## src/rtl/lrrr_controller.sv

```systemverilog
// -----------------------------------------------------------------------------
// lrrr_controller
//
// Command side of the Lrrr boss movement engine. It decides when the boss
// launches (idleN), when the mover flips vertical direction (toggleY), and it
// tracks hits, sequencing the boss through arming, flight, explosion and
// defeat. Runs in the VGA frame domain: all timing is counted in
// startOfFrame pulses.
//
// Ports
//   clk           in   1  system clock
//   resetN        in   1  asynchronous active-low reset
//   startOfFrame  in   1  one-clock pulse per video frame
//   gameStart     in   1  one-clock pulse; starts arming (only honoured in WAIT)
//   hit           in   1  one-clock pulse; player shot collided with boss
//   idleN         out  1  0 = boss parked; rises once to launch the mover
//   toggleY       out  1  one-clock pulse; mover flips vertical speed
//   visible       out  1  boss drawn (ARMING, ACTIVE, DYING)
//   dying         out  1  high throughout DYING (explosion sprite)
//   defeated      out  1  high in DEAD; sticky until reset
//   hitsLeft      out  4  remaining hit points
//   dbgState      out  3  current FSM state (WAIT=0 ARMING=1 ACTIVE=2
//                         DYING=3 DEAD=4), for observation only
//
// All outputs are registered. The status flags (visible/dying/defeated) are
// loaded from the next-state value so they change on the same edge as the
// state itself.
// -----------------------------------------------------------------------------
module lrrr_controller #(
  parameter int          HIT_POINTS         = 5,
  parameter int          START_DELAY_FRAMES = 60,
  parameter int          TOGGLE_MIN_FRAMES  = 20,
  parameter logic [7:0]  TOGGLE_RAND_MASK   = 8'h1F,
  parameter int          INVULN_FRAMES      = 8,
  parameter int          EXPLODE_FRAMES     = 30,
  parameter logic [7:0]  LFSR_SEED          = 8'hA5
) (
  input  logic       clk,
  input  logic       resetN,
  input  logic       startOfFrame,
  input  logic       gameStart,
  input  logic       hit,
  output logic       idleN,
  output logic       toggleY,
  output logic       visible,
  output logic       dying,
  output logic       defeated,
  output logic [3:0] hitsLeft,
  output logic [2:0] dbgState
);

  typedef enum logic [2:0] {
    ST_WAIT   = 3'd0,
    ST_ARMING = 3'd1,
    ST_ACTIVE = 3'd2,
    ST_DYING  = 3'd3,
    ST_DEAD   = 3'd4
  } state_t;

  // A start delay of 0 behaves as 1 so the arming countdown always terminates.
  localparam logic [9:0] START_LOAD   = (START_DELAY_FRAMES == 0) ? 10'd1
                                                                  : 10'(START_DELAY_FRAMES);
  localparam logic [9:0] TOG_MIN      = 10'(TOGGLE_MIN_FRAMES);
  localparam logic [9:0] INV_LOAD     = 10'(INVULN_FRAMES);
  localparam logic [9:0] EXPLODE_LOAD = 10'(EXPLODE_FRAMES);
  localparam logic [3:0] HP_LOAD      = 4'(HIT_POINTS);

  state_t     state, stateNext;
  logic [9:0] frameCnt, frameCntNext;   // arming delay / explosion length
  logic [9:0] togCnt, togCntNext;       // frames until next toggleY
  logic [9:0] invCnt, invCntNext;       // invulnerability frames left
  logic [7:0] lfsr, lfsrNext;
  logic [3:0] hitsLeftNext;
  logic       idleNNext;
  logic       toggleYNext;
  logic       visibleNext;
  logic       dyingNext;
  logic       defeatedNext;

  logic       lfsrFb;
  logic [9:0] togReload;
  logic       hitCounted;

  // Fibonacci LFSR, polynomial x^8+x^6+x^5+x^4+1, shifting toward the MSB.
  assign lfsrFb = lfsr[7] ^ lfsr[5] ^ lfsr[4] ^ lfsr[3];

  // Toggle interval uses the LFSR value before this frame's shift.
  assign togReload = TOG_MIN + {2'b00, (lfsr & TOGGLE_RAND_MASK)};

  // A hit only counts in flight and outside the invulnerability window.
  assign hitCounted = (state == ST_ACTIVE) && hit && (invCnt == 10'd0);

  assign dbgState = state;

  // ---------------------------------------------------------------------------
  // Next-state and next-output logic
  // ---------------------------------------------------------------------------
  always_comb begin
    stateNext    = state;
    frameCntNext = frameCnt;
    togCntNext   = togCnt;
    invCntNext   = invCnt;
    hitsLeftNext = hitsLeft;
    idleNNext    = idleN;      // sticky once set
    toggleYNext  = 1'b0;
    lfsrNext     = startOfFrame ? {lfsr[6:0], lfsrFb} : lfsr;

    case (state)
      ST_WAIT: begin
        if (gameStart) begin
          stateNext    = ST_ARMING;
          frameCntNext = START_LOAD;
        end
      end

      ST_ARMING: begin
        if (startOfFrame) begin
          if (frameCnt == 10'd1) begin
            stateNext  = ST_ACTIVE;
            idleNNext  = 1'b1;
            togCntNext = togReload;
          end else begin
            frameCntNext = frameCnt - 10'd1;
          end
        end
      end

      ST_ACTIVE: begin
        // Decrement first, then let a counted hit overwrite the load so a hit
        // coinciding with startOfFrame starts a full invulnerability window.
        if (startOfFrame && (invCnt != 10'd0)) begin
          invCntNext = invCnt - 10'd1;
        end
        if (hitCounted) begin
          invCntNext   = INV_LOAD;
          hitsLeftNext = hitsLeft - 4'd1;
        end

        if (hitCounted && (hitsLeft == 4'd1)) begin
          // Killing blow: go straight to the explosion, no toggle this frame.
          stateNext    = ST_DYING;
          frameCntNext = EXPLODE_LOAD;
        end else if (startOfFrame) begin
          if (togCnt == 10'd1) begin
            toggleYNext = 1'b1;
            togCntNext  = togReload;
          end else begin
            togCntNext = togCnt - 10'd1;
          end
        end
      end

      ST_DYING: begin
        if (startOfFrame) begin
          if (frameCnt == 10'd1) begin
            stateNext = ST_DEAD;
          end else begin
            frameCntNext = frameCnt - 10'd1;
          end
        end
      end

      ST_DEAD: begin
        // Terminal until reset.
      end

      default: begin
        stateNext = ST_WAIT;
      end
    endcase

    visibleNext  = (stateNext == ST_ARMING) || (stateNext == ST_ACTIVE) ||
                   (stateNext == ST_DYING);
    dyingNext    = (stateNext == ST_DYING);
    defeatedNext = (stateNext == ST_DEAD);
  end

  // ---------------------------------------------------------------------------
  // State and output registers
  // ---------------------------------------------------------------------------
  always_ff @(posedge clk or negedge resetN) begin
    if (!resetN) begin
      state    <= ST_WAIT;
      frameCnt <= 10'd0;
      togCnt   <= 10'd0;
      invCnt   <= 10'd0;
      lfsr     <= LFSR_SEED;
      hitsLeft <= HP_LOAD;
      idleN    <= 1'b0;
      toggleY  <= 1'b0;
      visible  <= 1'b0;
      dying    <= 1'b0;
      defeated <= 1'b0;
    end else begin
      state    <= stateNext;
      frameCnt <= frameCntNext;
      togCnt   <= togCntNext;
      invCnt   <= invCntNext;
      lfsr     <= lfsrNext;
      hitsLeft <= hitsLeftNext;
      idleN    <= idleNNext;
      toggleY  <= toggleYNext;
      visible  <= visibleNext;
      dying    <= dyingNext;
      defeated <= defeatedNext;
    end
  end

endmodule

```

## config.mk

```make
export PLATFORM = sky130hd
export DESIGN_NAME = lrrr_controller
export DESIGN_NICKNAME = d
export VERILOG_FILES = /design/src/rtl/lrrr_controller.sv
export SDC_FILE = /design/constraint.sdc
export NUM_CORES = 1
export LEC_CHECK = 0
export CORE_ASPECT_RATIO = 0.75
export CORE_MARGIN = 2
export CORE_UTILIZATION = 60
export DETAILED_ROUTE_END_ITERATION = 8
export PLACE_DENSITY_LB_ADDON = 0.15
export RECOVER_POWER = 50
export SLEW_MARGIN = 5
export SYNTH_ARGS = -nofsm -noshare
export SYNTH_HDL_FRONTEND = slang
export SYNTH_SLANG_ARGS = --single-unit
```

## constraint.sdc

```tcl
create_clock -name clk -period 3.72 [get_ports clk]
set_input_delay 0.558 -clock clk [delete_from_list [all_inputs] [get_ports clk]]
set_output_delay 0.558 -clock clk [all_outputs]
set_load 0.01 [all_outputs]
```

==> out/qor.txt <==
CTS clk-pin slew, worst paths = 90 ps
clock tree buffer depth = 2
internal power = 0.00102 W
Vias = 2259
Worst Setup Start Kind = input pin
diode count = 0
Peak VDD IR = 415 uV
Final Cycle Share = 0.782
Syn Area/Cell = 9.59 um2
LEAKAGE = 1.31 nW
1st-iter DRT viols = 186
Core ar. = 4470 um2
post-synthesis mux area share = 0.0518
Layout Skew = 8.78 ps
Post-synth ARST share = 1.00
GPL Wtd Cong = 0.843
initial core utilization = 0.627
cell taking the most area after synthesis = dfrtp_1
Total Power = 0.00146 W
highest layer used for signal routing = met4
FP Rows = 21
register area share after synthesis = 0.450
Synth Net Count = 306
FF-to-FF End = togCnt[8]
WL met3 = 216 um
# Max-Cap Violations = 1
RR Startpoint = frameCnt[1]
sequential power share = 0.508
area grow syn2layout = 10.7%
GRT overflow = 0
vias in the first global route = 2187
Post-Synth XOR/XNOR Area = 0.0282
Worst Hold Launch = hitsLeft[3]
Post-synth EDFFs = 0
initial antenna violation count = 0
synth top area cells = dfrtp_1, dfstp_2, a21oi_1
crit path cell chain = dlygate4sd3_1 > clkbuf_1 > o31ai_1 > a2111oi_2 > nand2_1 > mux2_2
fin crit period = 2910 ps
drt drc = 0
warnings from Yosys = 0
Synth Area in Adders = 0.0402
TritonCTS clock tree = done
top_reg_cell synth = dfrtp_1
Sw Share = 0.304
cell area after synthesis = 2800 um2
Port Buffers = 16
Routed Antenna Nets = 0
f_max = 344 MHz
largest net degree at the start of global routing = 51
post-synthesis cell type count = 56
Die ar. = 5240 um2
first-pass GRT wire length = 10.4 mm
drt wl/cell = 16.0 um
share of layout cells above drive strength 1 = 0.134
Synth Area in Simple Gates = 0.211
Clock power frac = 0.263
combinational share of power = 0.229
IO Count = 17
met2 wire length = 2.79 mm
R2R cell count = 7
final-report hold violation count = 0
hold buffer count at cts = 0
Hold Path Sink = hitsLeft[3]
DR vias/cell = 6.21
RSZ-0062 raised after global routing = false
Post-CTS Setup Inserts = 0
Net Switching = 0.000444 W
CP arrival = 3110 ps
Met1 Wirelength = 2.77 mm
Min Hold Slack = 497 ps
WL final = 5.84 mm
fill count = 345
largest family of logic cells by synthesized area = simple AND/OR/NAND/NOR gates
Cells after Synth = 292
compound-cell area share of the yosys netlist = 0.183
clock tree root driver cell = clkbuf_8
slowest stage delay, CP = 700 ps
reg2reg setup slack = 970 ps
critical path endpoint category = flop
CTS resizes = 0
detailed-placement wirelength estimate = 4.12 mm
Hold Path Cell Cnt = 1
Max Slew Vio Count = 51
worst-skew pair later-pin latency = 310 ps
Setup CP Type = input pin to flop
total CTS buffers = 5
most frequent cell after synthesis = dfrtp_1
clk sink count = 50
status = finished, violations left
critical path required time = 3920 ps
normalized max-slew margin = -0.678
layout net count = 320
Total Neg Setup Slack = 0 ps
Hold Path Class = flop to flop
Pre-antenna DRT Iters = 4
register bit count reported by yosys = 50
Slowest cell on crit path = dlygate4sd3_1
htree depth = 2
top cell type's share of synthesized area = 0.393
Die X = 82.9 um
Setup Viol. Count Final = 0
failing checks = max-capacitance violations, max-slew violations
Tot GR Track Use = 0.245
Slew @ Worst Pin = 2520 ps
die height = 63.2 um
Commonest cells post-synth = dfrtp_1, a21oi_1, nand2_1, nor2_1, o21ai_0
worst-path fanout max = 16
Power Dens Cells = 471 nW/um2
## power groups by stage
stage,Clock (W),Combinational [W],Sequential (W)
final,0.000384,0.000334,0.000742
after global routing,0.000419,0.000380,0.000761
after CTS,0.000393,0.000337,0.000741
after detailed placement,0,0.000334,0.000752
after global placement,0,0.000321,0.000746
after floorplan,0,0.000265,0.000722
## cells in the final DEF, fill, tap and decap left out, types with 2 or more instances in the layout
cell type	n
dfrtp_1	44
a21oi_1	27
nor2_1	25
nand2_1	25
o21ai_0	18
clkdlybuf4s50_1	14
inv_1	12
mux2_2	12
nor3_1	11
nand2b_1	10
xnor2_1	9
ha_1	9
a31oi_1	6
dfstp_2	6
nand3_1	5
nand4_1	5
o31ai_1	5
clkbuf_8	5
or4_1	4
nor4_1	3
or3_1	3
clkbuf_1	3
a22oi_1	2
or4b_2	2
or2_2	2
a31o_2	2
o211ai_1	2
a221oi_1	2
a32o_1	2
o2bb2ai_1	2
a211oi_1	2
buf_4	2
## registers in the layout (all words and copies together) (netlist names), 3 cells and up
name	cells
invCnt	10
frameCnt	10
dbgState	3
togCnt	10
hitsLeft	4
lfsr	8
## cells by family (layout without fill, tap and decap cells)
group	after synthesis	after routing
simple gates	108	108
compound gates	79	79
flops	50	50
buf+inv	24	39
mux	13	13
fa+ha+maj	9	9
xor+xnor	9	9
## final cells by class
cell class,count,area (um2),share of cell area
multi-input combinational,218,1440,0.465
sequential,50,1260,0.406
timing repair buffer,19,173,0.0557
clock buffer,6,72.6,0.0234
tap,57,71.3,0.0230
inverter,12,45.0,0.0145
clock inverter,2,37.5,0.0121
## metal layers
metal,vias up,global-route usage
met5,-,0
met4,0,0.0881
met3,6,0.0511
met2,46,0.397
met1,1109,0.329
li1,1098,-
## critical path, delay by kind of cell
| family | cells | cell delay (ps) |
|---|---|---|
| and+or+nand+nor | 1 | 130 |
| muxes | 1 | 300 |
| AOI/OAI and AO/OA | 2 | 790 |
| buffers and inverters | 2 | 1330 |
## metrics by stage
stage / worst slack, ps / cells / cell area, um2 / utilization
finish: 811 / 364 / 3100 / 0.694
global route: 597 / 364 / 3100 / 0.694
CTS: 992 / 364 / 3100 / 0.695
detailed placement: 1030 / 356 / 2990 / 0.670
global placement: 1140 / 356 / 2990 / 0.670
floorplan: 1420 / 292 / 2800 / -
## worst max path at each step
stage | startpoint | end | slack [ps] | cells past startpoint
floorplan | invCnt[0] | invCnt[5] | 1420 | 8
global placement | startOfFrame | invCnt[6] | 1140 | 6
detailed placement | startOfFrame | invCnt[6] | 1030 | 6
CTS | frameCnt[1] | togCnt[8] | 990 | 7
global route | resetN | frameCnt[6] | 600 | 1
finish | startOfFrame | invCnt[6] | 810 | 6
(Power assumes the default switching activity.)
